### config.mk
export PLATFORM = sky130hd
export DESIGN_NAME = lb2drp_arbiter
export DESIGN_NICKNAME = d
export VERILOG_FILES = /design/src/rtl/lb2drp_arbiter.sv
export SDC_FILE = /design/constraint.sdc
export NUM_CORES = 1
export LEC_CHECK = 0
export CAP_MARGIN = 10
export CORE_MARGIN = 2
export CORE_UTILIZATION = 46
export CTS_BUF_LIST = sky130_fd_sc_hd__clkbuf_16
export CTS_CLUSTER_DIAMETER = 50
export DETAILED_ROUTE_END_ITERATION = 10
export PLACE_DENSITY = 0.8
export SETUP_SLACK_MARGIN = 0.2
export SLEW_MARGIN = 0
export SYNTH_ARGS = -nofsm -noshare
export SYNTH_HDL_FRONTEND = slang
export SYNTH_SLANG_ARGS = --single-unit
### constraint.sdc
create_clock -name CLK_I -period 2.8 [get_ports CLK_I]
set_input_delay 0.42 -clock CLK_I [delete_from_list [all_inputs] [get_ports CLK_I]]
set_output_delay 0.42 -clock CLK_I [all_outputs]
set_load 0.005 [all_outputs]
### src/rtl/lb2drp_arbiter.sv
// Round-robin arbiter that shares one DRP port between two local-bus requesters.
// Optional macro DRP_TIMEOUT_EN adds a WAIT-state abort after C_TIMEOUT cycles.
//
// state    | meaning
// ---------+-----------------------------------------------------------
// ST_IDLE  | no transaction in flight; pick a pending slot (round robin)
// ST_ISSUE | one-cycle DRP enable for the granted slot
// ST_WAIT  | wait for M_DRPRDY (or timeout abort), then retire the slot
module lb2drp_arbiter #(
    parameter int C_ADDR_WIDTH = 12,
    parameter int C_DATA_WIDTH = 16
`ifdef DRP_TIMEOUT_EN
    ,
    parameter int C_TIMEOUT    = 1023
`endif
) (
    input  logic                    CLK_I,
    input  logic                    RSTN_I,
    input  logic [C_ADDR_WIDTH-1:0] S0_LB_WADDR,
    input  logic [C_DATA_WIDTH-1:0] S0_LB_WDATA,
    input  logic                    S0_LB_WREQ,
    input  logic [C_ADDR_WIDTH-1:0] S0_LB_RADDR,
    input  logic                    S0_LB_RREQ,
    output logic [C_DATA_WIDTH-1:0] S0_LB_RDATA,
    output logic                    S0_LB_RFINISH,
    output logic                    S0_LB_BUSY,
    input  logic [C_ADDR_WIDTH-1:0] S1_LB_WADDR,
    input  logic [C_DATA_WIDTH-1:0] S1_LB_WDATA,
    input  logic                    S1_LB_WREQ,
    input  logic [C_ADDR_WIDTH-1:0] S1_LB_RADDR,
    input  logic                    S1_LB_RREQ,
    output logic [C_DATA_WIDTH-1:0] S1_LB_RDATA,
    output logic                    S1_LB_RFINISH,
    output logic                    S1_LB_BUSY,
    output logic                    M_DRPEN,
    output logic                    M_DRPWE,
    output logic [C_ADDR_WIDTH-1:0] M_DRPADDR,
    output logic [C_DATA_WIDTH-1:0] M_DRPDI,
    input  logic [C_DATA_WIDTH-1:0] M_DRPDO,
    input  logic                    M_DRPRDY,
    output logic                    S_DRP_TIMEOUT
);

    localparam int AW = C_ADDR_WIDTH;
    localparam int DW = C_DATA_WIDTH;

    typedef enum logic [1:0] {
        ST_IDLE  = 2'd0,
        ST_ISSUE = 2'd1,
        ST_WAIT  = 2'd2
    } state_t;

    state_t state, state_nxt;
    logic   grant, grant_nxt;
    logic   rr_ptr, rr_nxt;
    logic   load, done, abort;

    logic [1:0]    wreq, rreq;
    logic [AW-1:0] waddr [2];
    logic [AW-1:0] raddr [2];
    logic [DW-1:0] wdata [2];

    logic [1:0]    slot_pend, slot_wr;
    logic [AW-1:0] slot_addr [2];
    logic [DW-1:0] slot_data [2];

    logic [DW-1:0] rdata [2];
    logic [1:0]    rfinish;
    logic [AW-1:0] drp_addr;
    logic [DW-1:0] drp_di;

    assign wreq     = {S1_LB_WREQ, S0_LB_WREQ};
    assign rreq     = {S1_LB_RREQ, S0_LB_RREQ};
    assign waddr[0] = S0_LB_WADDR;
    assign waddr[1] = S1_LB_WADDR;
    assign raddr[0] = S0_LB_RADDR;
    assign raddr[1] = S1_LB_RADDR;
    assign wdata[0] = S0_LB_WDATA;
    assign wdata[1] = S1_LB_WDATA;

`ifdef DRP_TIMEOUT_EN
    localparam int CNT_W = (C_TIMEOUT > 2) ? $clog2(C_TIMEOUT) : 1;
    localparam logic [CNT_W-1:0] CNT_LAST = CNT_W'(C_TIMEOUT - 1);

    logic [CNT_W-1:0] wait_cnt;
    logic             drp_timeout;

    always_ff @(posedge CLK_I or negedge RSTN_I) begin
        if (!RSTN_I) begin
            wait_cnt    <= '0;
            drp_timeout <= 1'b0;
        end else begin
            drp_timeout <= abort;
            if (state != ST_WAIT)
                wait_cnt <= '0;
            else
                wait_cnt <= wait_cnt + 1'b1;
        end
    end

    assign S_DRP_TIMEOUT = drp_timeout;
`else
    assign S_DRP_TIMEOUT = 1'b0;
`endif

    always_ff @(posedge CLK_I or negedge RSTN_I) begin
        if (!RSTN_I) begin
            state  <= ST_IDLE;
            grant  <= 1'b0;
            rr_ptr <= 1'b0;
        end else begin
            state  <= state_nxt;
            grant  <= grant_nxt;
            rr_ptr <= rr_nxt;
        end
    end

    always_comb begin
        state_nxt = state;
        grant_nxt = grant;
        rr_nxt    = rr_ptr;
        load      = 1'b0;
        done      = 1'b0;
        abort     = 1'b0;
        case (state)
            ST_IDLE: begin
                // pointer only advances when both slots contend
                if (&slot_pend) begin
                    grant_nxt = rr_ptr;
                    rr_nxt    = ~rr_ptr;
                    load      = 1'b1;
                    state_nxt = ST_ISSUE;
                end else if (|slot_pend) begin
                    grant_nxt = slot_pend[1];
                    load      = 1'b1;
                    state_nxt = ST_ISSUE;
                end
            end
            ST_ISSUE: state_nxt = ST_WAIT;
            ST_WAIT: begin
                if (M_DRPRDY) begin
                    done      = 1'b1;
                    state_nxt = ST_IDLE;
                end
`ifdef DRP_TIMEOUT_EN
                else if (wait_cnt == CNT_LAST) begin
                    abort     = 1'b1;
                    state_nxt = ST_IDLE;
                end
`endif
            end
            default: state_nxt = ST_IDLE;
        endcase
    end

    always_ff @(posedge CLK_I or negedge RSTN_I) begin
        if (!RSTN_I) begin
            slot_pend <= '0;
            slot_wr   <= '0;
            rfinish   <= '0;
            drp_addr  <= '0;
            drp_di    <= '0;
            for (int n = 0; n < 2; n++) begin
                slot_addr[n] <= '0;
                slot_data[n] <= '0;
                rdata[n]     <= '0;
            end
        end else begin
            rfinish <= '0;
            for (int n = 0; n < 2; n++) begin
                // write wins when both pulses arrive together; busy slots ignore requests
                if (!slot_pend[n]) begin
                    if (wreq[n]) begin
                        slot_pend[n] <= 1'b1;
                        slot_wr[n]   <= 1'b1;
                        slot_addr[n] <= waddr[n];
                        slot_data[n] <= wdata[n];
                    end else if (rreq[n]) begin
                        slot_pend[n] <= 1'b1;
                        slot_wr[n]   <= 1'b0;
                        slot_addr[n] <= raddr[n];
                        slot_data[n] <= '0;
                    end
                end else if ((done || abort) && (grant == 1'(n))) begin
                    slot_pend[n] <= 1'b0;
                end
            end
            if (load) begin
                drp_addr <= slot_addr[grant_nxt];
                drp_di   <= slot_data[grant_nxt];
            end
            if ((done || abort) && !slot_wr[grant]) begin
                rdata[grant]   <= done ? M_DRPDO : '1;
                rfinish[grant] <= 1'b1;
            end
        end
    end

    assign M_DRPEN       = (state == ST_ISSUE);
    assign M_DRPWE       = M_DRPEN & slot_wr[grant];
    assign M_DRPADDR     = drp_addr;
    assign M_DRPDI       = drp_di;
    assign S0_LB_BUSY    = slot_pend[0];
    assign S1_LB_BUSY    = slot_pend[1];
    assign S0_LB_RDATA   = rdata[0];
    assign S1_LB_RDATA   = rdata[1];
    assign S0_LB_RFINISH = rfinish[0];
    assign S1_LB_RFINISH = rfinish[1];

endmodule
-- After elaboration in Yosys (flattened, before gate mapping)
Index checks and enable logic that the tools add are counted.
W data, S select, Z words.
- bits in registers: 126
- input port bits: 103
- $lt $le $gt $ge: 5
- equality and inequality tests: 4
- mux-type cells: 47
- bitwise gates (word level): 7
- reductions and logical operators: 15
- operators with widths (kind ; number):
    $mux W16 ; 9
    $mux W12 ; 7
    $bwmux W32 ; 1
    $mux W1 ; 23
    $demux W16 S1 ; 1
    $mux W2 ; 4
    $reduce_and A2 Y1 ; 4
    $pmux W2 S3 ; 1
    $logic_and A1 B1 Y1 ; 5
    $ge A2 B2 Y1 const B ; 2
    $not A1 Y1 ; 4
    $not A1 Y2 ; 2
    $reduce_bool A2 Y1 ; 2
    $ne A3 B3 Y1 const B ; 1
    $reduce_and A3 Y1 ; 1
    $eq A2 B1 Y1 const B ; 1
    $eq A2 B2 Y1 const B ; 1
    $logic_not A2 Y1 ; 1
    $lt A1 B2 Y1 const B ; 1
    $lt A2 B1 Y1 const B ; 1
    $ne A2 B2 Y1 const B ; 1
    $reduce_or A2 Y1 ; 1
    $and A1 B1 Y1 ; 1
    $demux W1 S1 ; 1
    other kinds (2) ; 2

-- Depth between registers and ports, before layout
Gate-level depths: netlist (run 1).
- depth after elaboration: 8
- gate-level depth with buffers: 5
- depth with buffers taken out: 3

-- Least setup slack after synthesis (run 1)
Ideal clock, no wire load.
- path type: flip-flop to flip-flop
- start point: register state[0]
- end point: register rdata (netlist bit S0_LB_RDATA[10])
- arrival: 1.480 ns
- required time: 2.675 ns
- slack: 1.195 ns
- cell stages (with the launch flop): 5
- path buffers: 1
- clock period less this slack: 1.605 ns
- cell sequence: dfrtp_1 -> nand3b_1 -> nor3_2 -> buf_6 -> mux2_2
- cells in the longest elaborated chain, start to end: 4
- RTL lines (item ; line ; text):
    start: declaration ; 53 ; state_t state, state_nxt;
    start signal: assignment ; 112 ; state <= state_nxt;
    $eq A2 B2 Y1 (*) ; 125 ; case (state)
    $mux W1 (*) ; 125 ;
    $mux W16 ; 193 ; rdata[grant] <= done ? M_DRPDO : '1;
    $bwmux W32 ; 193 ;
    end signal: indexed assignment ; 193 ;
    end: declaration ; 67 ; logic [DW-1:0] rdata [2];
Every way passes the cells marked *; elsewhere a longest branch is shown, timed or not.
A chain may end at the register's enable or synchronous reset.

-- Final worst setup path (run 1)
- start point: register slot_pend[1]
- end point: register drp_addr[10], in the netlist M_DRPADDR[10]
- cells in the longest elaborated chain, start to end: 8
- RTL lines (item ; line ; text):
    start: declaration ; 63 ; logic [1:0] slot_pend, slot_wr;
    start signal: assignment ; 158 ; slot_pend <= '0;
    start signal: indexed assignment ; 174 ; slot_pend[n] <= 1'b1;
    start signal: indexed assignment ; 179 ; slot_pend[n] <= 1'b1;
    $reduce_or A2 Y1 ; 133 ; end else if (|slot_pend) begin
    $mux W1 ; 133 ;
    $mux W1 ; 128 ; if (&slot_pend) begin
    $mux W1 ; 125 ;
    $not A1 Y2 (not written as such) ; 189 ; drp_addr <= slot_addr[grant_nxt];
    $mux W12 (not written as such) (3 in series) ; 189 ;
    end signal: assignment ; 189 ;
    end: declaration ; 69 ; logic [AW-1:0] drp_addr;
Several ways; a longest one is shown, not always the timed one. The select of a mux whose other input is x is not followed.

==> results of run 1 <==
cells by family (layout without fill, tap and decap cells):
| logic type | after synthesis | in the layout | share of synthesized area (%) |
|---|---|---|---|
| simple gates | 133 | 133 | 10.6 |
| flops | 126 | 126 | 58.2 |
| compound gates | 117 | 117 | 13.6 |
| buf+inv | 69 | 244 | 5.75 |
| mux | 59 | 59 | 11.7 |
| other cells | 1 | 1 | 0.0692 |
| xor+xnor | 1 | 1 | 0.162 |
cell usage in the layout (no fill, tap or decap), types with 3 or more instances in the layout:
master / synthesis / layout
clkdlybuf4s50_1: 0 / 167
dfrtp_1: 126 / 126
nand2_1: 92 / 92
o21ai_0: 86 / 86
mux2_2: 34 / 34
inv_1: 30 / 31
nand3_1: 28 / 28
mux2i_1: 25 / 25
o311ai_1: 23 / 23
clkbuf_16: 0 / 17
buf_4: 2 / 14
o311ai_2: 5 / 5
bufinv_16: 0 / 5
nand2b_1: 3 / 3
inv_6: 0 / 3
layer usage:
layer,wire [um],GRT usage (%)
met1,6040,30.6
met2,7230,39.4
met3,943,6.26
met4,271,7.48
met5,0,0
power breakdown:
part	internal [mW]	switching, mW	total (mW)	leakage (nW)
Clock	1.58	0.803	2.38	0.313
Sequential	2.64	0.502	3.15	1.59
Combinational	1.61	1.50	3.11	1.55
metrics by stage:
| stage | total power [mW] | setup WS, ps | util [%] |
|---|---|---|---|
| final | 8.64 | 680 | 68.6 |
| after global routing | 9.14 | 541 | 68.6 |
| after CTS | 8.67 | 681 | 68.6 |
| after detailed placement | 6.25 | 744 | 63.0 |
| after global placement | 6.09 | 781 | 63.0 |
| after floorplan | 4.71 | 1190 | - |
registers in the layout, indices dropped and copies added, names as in the netlist, 12 cells and up, named ones only:
signal	cells
M_DRPADDR	12
M_DRPDI	16
S0_LB_RDATA	16
S1_LB_RDATA	16
slot_addr	24
slot_data	32
cell type report:
type	count	area, um^2
well taps	143	179
clock inverters	15	218
multi-input cells	311	1980
flip-flops and latches	126	3150
inverters	30	113
repair buffers	182	1800
fillers	833	3600
clock buffers	17	425
worst min-delay path by stage:
stage	start	cells after the start	end	slack, ps
after global routing	RSTN_I	1	S1_LB_RDATA[0]$_DFFE_PN0P_	20
after global placement	RSTN_I	1	S1_LB_RDATA[5]$_DFFE_PN0P_	430
after floorplan	RSTN_I	0	M_DRPADDR[0]$_DFFE_PN0P_	120
after CTS	RSTN_I	1	S1_LB_RDATA[0]$_DFFE_PN0P_	10
after detailed placement	RSTN_I	1	S0_LB_RDATA[5]$_DFFE_PN0P_	430
final	RSTN_I	1	S1_LB_RDATA[0]$_DFFE_PN0P_	-0.6
==> flow_summary.ini, run 1 <==
[floorplanning]
dieArea_um2 = 12700
core-area_um2 = 11500
die_h_um = 113
initial_core_util_pct = 47.3
num_rows = 39
die_width_um = 113
io-pin-count = 170

[logic_synthesis]
synthDistinctLibCells = 28
yosys-top-cells-count = dfrtp_1 (126), nand2_1 (92), o21ai_0 (86)
synth_top_area_share_pct = 58.2
ys_warn_count = 0
synth_ff_type = dfrtp_1
seq_area_frac_synth_pct = 58.2
synth_area_per_cell_um2 = 10.7
syn-num-nets = 609
synth_most_common_cell = dfrtp_1
yosys-top-cells-area = dfrtp_1 (58%), o21ai_0 (7.9%), mux2_2 (7.1%), nand2_1 (6.4%), mux2i_1 (4.6%)
synth_edf_count = 0
synth_seq_cells = 126
synthCells = 506
netlist_area_um2 = 5420
synth_largest_area_cell = dfrtp_1
async_flop_share_pct = 100

[worst_setup_path]
timing.rr.end = M_DRPADDR[10]$_DFFE_PN0P_
cp_cell_sequence = nor2_2, or2_4, o311ai_1
crit_type = flop to flop
cpMaxStageDelayCell = nor2_2
crit_end = M_DRPADDR[10]$_DFFE_PN0P_
rr_startpoint = slot_pend[1]$_DFF_PN0_
cp-startpoint = slot_pend[1]$_DFF_PN0_
path_buf_inv = 0
r2r_cells = 3
max_stage_delay_ps = 810
cpLargestDelayFamily = simple AND/OR/NAND/NOR gates
reg2reg_slack_ps = 680
required_ps = 3040
crit_fanout = 30
crit_cells = 3
critPathCaptureType = flop
worstPathArrival_ps = 2360
start_kind = flop

[global_routing]
grt_max_degree = 44
grt_pass1_vias = 4598
grt_pass1_wl_um = 23500
antenna_found_initial = 0
track_usage_pct = 23.7
grt_remaining_overflow = 0

[route]
viasPerCell = 5.34
num_vias = 4398
drcViolationCount = 0
firstDrtPassIters = 5
ant_nets = 0
drt_iter0_markers = 266
routed_wl_um = 14500
wire_per_inst_um = 17.6

[clocking]
clock-root-buffer = clkbuf_16
clockBufferDepth = 2
ctsHoldBuffers = 0
clk_pin_slew_worst_paths_ps = 50
cts-resized-gates = 0
cts_buffers = 17
cts_setup_buffers = 0
clkSinkCount = 126
cts_tree = yes
cts-htree-levels = 4
clock_latency_ps = 400

[status]
violations = negative hold slack
status = complete, but fails checks

[sta]
skew_ps = 9.62
slew_headroom_pct = 31.9
rsz0062_at_grt = no
finalMaxSlewViolations = 0
post-route-period-util_pct = 75.7
worstMarginPinSlew_ps = 1020
tns_ps = 0
final_hold_viol_count = 1
finalWorstPathRequiredPeriod_ps = 2120
max_freq_mhz = 472
setup_viol = 0
holdWs_ps = -0.613

[pwr]
power.leakage_nw = 3.45
powerDensity_nw_per_um2 = 1100
ir_worst_vdd_mv = 0.723

[placed_design]
io_buffers = 168
place_area_um2 = 7230
dp.cells = 792
gp_congestion = 0.794
dp_hpwl_um = 10000

[layout]
final_cell_area_um2 = 7870
drive_gt1_share_pct = 13.4
syn_to_final_growth_pct = 45.2
num_antenna_cells = 0
nNetsFinal = 771
final_cells = 824

[worst_hold_path]
min_path_type = primary input to async pin

[run]
drv_cap = 0
Note: power is estimated with default switching activity, not from simulation.
==> inputs of run 2 (changes only) <==
Settings changed: CORE_UTILIZATION 46 to 42, PLACE_DENSITY 0.8 to 0.77.
Clock period 2.8 ns to 1.72 ns, I/O delays scaled along.
==> flow_summary.ini, run 2 (synthesis gave the netlist of run 1 again) <==
[layout]
largest-register = slot_data
fillers = 996
syn_to_final_growth_pct = 53.8
multiInputGateArea_um2 = 2190
largest_register_ffs = 32
seq_area_um2 = 3160
nNetsFinal = 791
num_antenna_cells = 0
fin_util_pct = 66.1
drive_gt1_share_pct = 19.3
reg_top3 = slot_data x32, slot_addr x24
layout_common_cells = dfrtp_1 (122), clkdlybuf4s50_1 (103), nand2_1 (92)
final_common_cell = dfrtp_1

[pwr]
power.leakage_nw = 3.90
p_sw_mw = 4.99
ir_worst_vdd_mv = 1.03
powerDensity_nw_per_um2 = 1790
finalPower_mw = 14.9
swShare_pct = 33.5
pwr-share-clk_pct = 27.5
combPwrFrac_pct = 38.1
power.internal_mw = 9.90
pwr-share-seq_pct = 34.4

[route]
drt_iter0_markers = 240
num_vias = 4570
wire_per_inst_um = 17.9
drcViolationCount = 0
viasPerCell = 5.23
ant_nets = 0
firstDrtPassIters = 4
routed_wl_um = 15700

[worst_setup_path]
crit_fanout = 8
worstPathArrival_ps = 1880
required_ps = 2020
cp_cell_sequence = buf_6, or2_4, or2_4, o311ai_1
reg2reg_slack_ps = 140
path_buf_inv = 1
crit_type = flop to flop
crit_top_cell = or2_4
cpMaxStageDelayCell = dfrtp_2
critPathCaptureType = flop
start_kind = flop
cpLargestDelayFamily = simple AND/OR/NAND/NOR gates
max_stage_delay_ps = 440

[sta]
skew_ps = 7.96
setup_viol = 0
final_hold_viol_count = 0
finalMaxSlewViolations = 0
rsz0062_at_grt = yes
finalWorstPathRequiredPeriod_ps = 1580
max_freq_mhz = 632
post-route-period-util_pct = 92.0

[global_routing]
antenna_found_initial = 0
track_usage_pct = 22.6
grt_pass1_wl_um = 24400
grt_pass1_vias = 4814
grt_max_degree = 38
grt_remaining_overflow = 0

[clocking]
clock-root-buffer = clkbuf_16
cts_tree = yes
cts_buffers = 17
clockBufferDepth = 2
clk_pin_slew_worst_paths_ps = 60
cts-htree-levels = 4
clkSinkCount = 126
clock_latency_ps = 410

[placed_design]
gp_congestion = 0.845
dp_hpwl_um = 10300
io_buffers = 168

[floorplanning]
io-pin-count = 170
num_rows = 41
core-area_um2 = 12600
initial_core_util_pct = 42.9
dieArea_um2 = 13800
die_width_um = 118
die_h_um = 118

[status]
status = finished clean

[run]
drv_cap = 0

[worst_hold_path]
min_path_type = primary input to async pin
[run 2: changes by cell type in the layout (fill, tap and decap cells not counted), sizes merged]
cell           change
clkdlybuf4s50     -64
dlygate4sd2       +53
buf               +18
dlymetal6s2s       +9
or2                +3
bufinv             +2
inv                -2
dlygate4sd3        +1
[run 2: metrics by stage]
stage | instances | hold slack (ps) | area, um^2 | TNS (ps) | setup slack, ps
3_3_place_gp | 826 | 227 | 7400 | 0 | 22.1
3_5_place_dp | 826 | 236 | 7400 | -1080 | -54.6
2_1_floorplan | 506 | -37.6 | 5430 | 0 | 206
5_1_grt | 873 | 396 | 8340 | 0 | 73.0
6_report | 873 | 355 | 8340 | 0 | 138
4_1_cts | 870 | 367 | 8130 | 0 | 128
[run 2: power groups by stage]
stage / Clock [mW] / Combinational (mW) / Sequential (mW)
after floorplan: 0 / 2.70 / 4.99
after global placement: 0 / 4.92 / 5.13
after detailed placement: 0 / 5.13 / 5.17
after CTS: 4.13 / 5.17 / 5.10
after global routing: 4.27 / 6.13 / 5.25
final: 4.10 / 5.67 / 5.12
[run 2: cell type report]
type,count,area share [%]
Sequential cell,126,37.9
Multi-Input combinational cell,314,26.3
Timing Repair Buffer,199,23.8
Clock buffer,17,5.10
Clock inverter,15,3.00
Tap cell,172,2.58
Inverter,30,1.35
[run 2: worst register-to-register path, delay by kind of cell, from the launching register on]
kind / cells / cell delay [ps]
and+or+nand+nor: 2 / 620
DFF: 1 / 440
AOI/OAI and AO/OA: 1 / 270
buffers and inverters: 1 / 130
[run 2: what timing repair did]
| action | in CTS | in global routing |
|---|---|---|
| buffers inserted | 8 | 3 |
| pin swaps | 2 | 1 |
| cloned | 3 | 0 |
| endpoints found under the setup margin | 85 | 71 |
| gates resized for setup | 73 | 51 |
| endpoints found under the hold margin | 29 | 0 |
| hold buffers | 1 | 0 |
[run 2: routing by layer]
metal | global-route usage, % | vias to the layer above | part of all wire, %
li1 | - | 2113 | -
met1 | 26.7 | 2249 | 39
met2 | 39.7 | 169 | 53
met3 | 4.89 | 39 | 4.9
met4 | 10.1 | 0 | 2.9
met5 | 0 | - | 0
[run 2: worst paths after layout]
kind / startpoint / to / cells past startpoint
max: state[1]$_DFFE_PN0P_ / M_DRPDI[12]$_DFFE_PN0P_ / 4
min: RSTN_I / slot_addr[8]$_DFFE_PN0P_ / 2
max reg2reg: state[1]$_DFFE_PN0P_ / M_DRPDI[12]$_DFFE_PN0P_ / 4
min reg2reg: rr_ptr$_DFFE_PN0P_ / rr_ptr$_DFFE_PN0P_ / 1
max in group asynchronous: RSTN_I / slot_pend[0]$_DFF_PN0_ / 3
min in group CLK_I: S1_LB_WDATA[13] / slot_data[13]$_DFFE_PN0P_ / 3
==> inputs of run 3 (changes only) <==
Settings changed: CORE_UTILIZATION 42 to 46, DONT_BUFFER_PORTS from default to 1, PLACE_DENSITY 0.77 to 0.64.
Clock period 1.72 ns to 1.3 ns, I/O delays scaled along.
==> flow_summary.ini, run 3 (synthesis gave the netlist of run 1 again) <==
[status]
status = complete, but fails checks
violations = negative hold slack, negative setup slack

[placed_design]
place_ws_ps = -251
dp.cells = 635
io_buffers = 0
place_area_um2 = 5740
dp_hpwl_um = 9110
gp_congestion = 0.808

[clocking]
cts_buffers = 17
clockBufferDepth = 2
cts_tree = yes
clock_latency_ps = 430
cts-htree-levels = 4
clock-root-buffer = clkbuf_16
clkSinkCount = 126
clk_pin_slew_worst_paths_ps = 60

[layout]
num_antenna_cells = 0
final_common_cell = dfrtp_1
layout_common_cells = dfrtp_1 (123), dlygate4sd3_1 (92), o21ai_2 (42)
largest_register_ffs = 32
largest-register = slot_data
syn_to_final_growth_pct = 64.4
final_cells = 805
fillers = 644
reg_top3 = slot_data x32, slot_addr x24
fin_util_pct = 77.7
drive_gt1_share_pct = 40.5
final_cell_area_um2 = 8910
nNetsFinal = 752

[route]
drcViolationCount = 0
num_vias = 4779
ant_nets = 0
drt_iter0_markers = 455
routed_wl_um = 19100
viasPerCell = 5.94
wire_per_inst_um = 23.7
firstDrtPassIters = 6

[worst_setup_path]
start_kind = flop
cpMaxStageDelayCell = dfrtp_2
cpLargestDelayFamily = flip-flops
required_ps = 1590
path_buf_inv = 1
crit_type = flop to flop
cp_cell_sequence = or2_4, buf_4, o21ai_1, o311ai_4
worstPathArrival_ps = 1830
critPathCaptureType = flop
crit_fanout = 19
max_stage_delay_ps = 450

[pwr]
ir_worst_vdd_mv = 1.59
power.leakage_nw = 3.97
powerDensity_nw_per_um2 = 2540
finalPower_mw = 22.7

[sta]
setup_viol = 117
layout_setup_ws_ps = -241
slew_headroom_pct = 28.3
rsz0062_at_grt = yes
finalWorstPathRequiredPeriod_ps = 1540
post-route-period-util_pct = 119
worstMarginPinSlew_ps = 1080
tns_ps = -14460
final_hold_viol_count = 128
max_freq_mhz = 649
skew_ps = 8.16
holdWs_ps = -537
finalMaxSlewViolations = 0

[global_routing]
antenna_found_initial = 0
grt_pass1_wl_um = 26800
track_usage_pct = 27.9
grt_remaining_overflow = 0
grt_max_degree = 127
grt_pass1_vias = 4785

[worst_hold_path]
min_path_type = primary input to async pin

[floorplanning]
io-pin-count = 170
num_rows = 39
die_width_um = 113
initial_core_util_pct = 47.3
die_h_um = 113
dieArea_um2 = 12700
core-area_um2 = 11500

[run]
drv_cap = 0
## run 3: cell types whose count changed in the layout (fill, tap and decap cells not counted), sizes merged, moves of 4 or more
cell           delta
clkdlybuf4s50   -103
dlygate4sd3      +91
dlygate4sd2      -53
buf              +28
dlymetal6s2s      -9
clkbuf            +5
clkinv            +5
bufinv            -4
## run 3: worst register-to-register path, cell delays in order (launching register included)
cell,delay [ps]
dfrtp_2,450
or2_4,300
buf_4,220
o21ai_1,290
o311ai_4,140
## run 3: timing repair
item                       4_1_cts  5_1_grt
pin swaps                       22       24
setup endpoints to repair      120      129
resized for setup              146      120
hold endpoints to repair       211      145
buffers inserted                18        6
gates cloned                    15        6
hold buffers                    90        3
## run 3: worst paths after layout
path                                          start                         end  slack [ps]  cells after the start
setup reg to reg               state[1]$_DFFE_PN0P_      M_DRPDI[8]$_DFFE_PN0P_        -240                      4
hold reg to reg            slot_data[4]$_DFFE_PN0P_    slot_data[4]$_DFFE_PN0P_         490                      2
min in group CLK_I                       S1_LB_WREQ    slot_addr[5]$_DFFE_PN0P_         -10                      2
hold / removal                               RSTN_I  S1_LB_RDATA[9]$_DFFE_PN0P_        -540                      0
max in group asynchronous                    RSTN_I                   async pin        1690                      0
setup / recovery               state[1]$_DFFE_PN0P_      M_DRPDI[8]$_DFFE_PN0P_        -240                      4
## run 3: per-layer routing
metal / up-vias / part of all wire [%] / GRT usage (%)
li1: 2053 / - / -
met5: - / 0 / 0
met4: 0 / 2.9 / 7.64
met3: 56 / 8.1 / 9.13
met2: 235 / 52 / 48.6
met1: 2435 / 37 / 33.4
## run 3: cell type report
type / instances / area (um^2) / area share (%)
Sequential cell: 126 / 3160 / 35.4
Multi-Input combinational cell: 315 / 2870 / 32.3
Timing Repair Buffer: 159 / 2000 / 22.5
Clock buffer: 17 / 425 / 4.78
Tap cell: 143 / 179 / 2.01
Clock inverter: 15 / 154 / 1.73
Inverter: 30 / 113 / 1.26
## run 3: power breakdown
part / switching, mW / total [mW] / internal, mW
combinational: 4.91 / 10.4 / 5.52
clock: 1.81 / 4.77 / 2.96
sequential: 1.74 / 7.45 / 5.71
total: 8.46 / 22.7 / 14.2
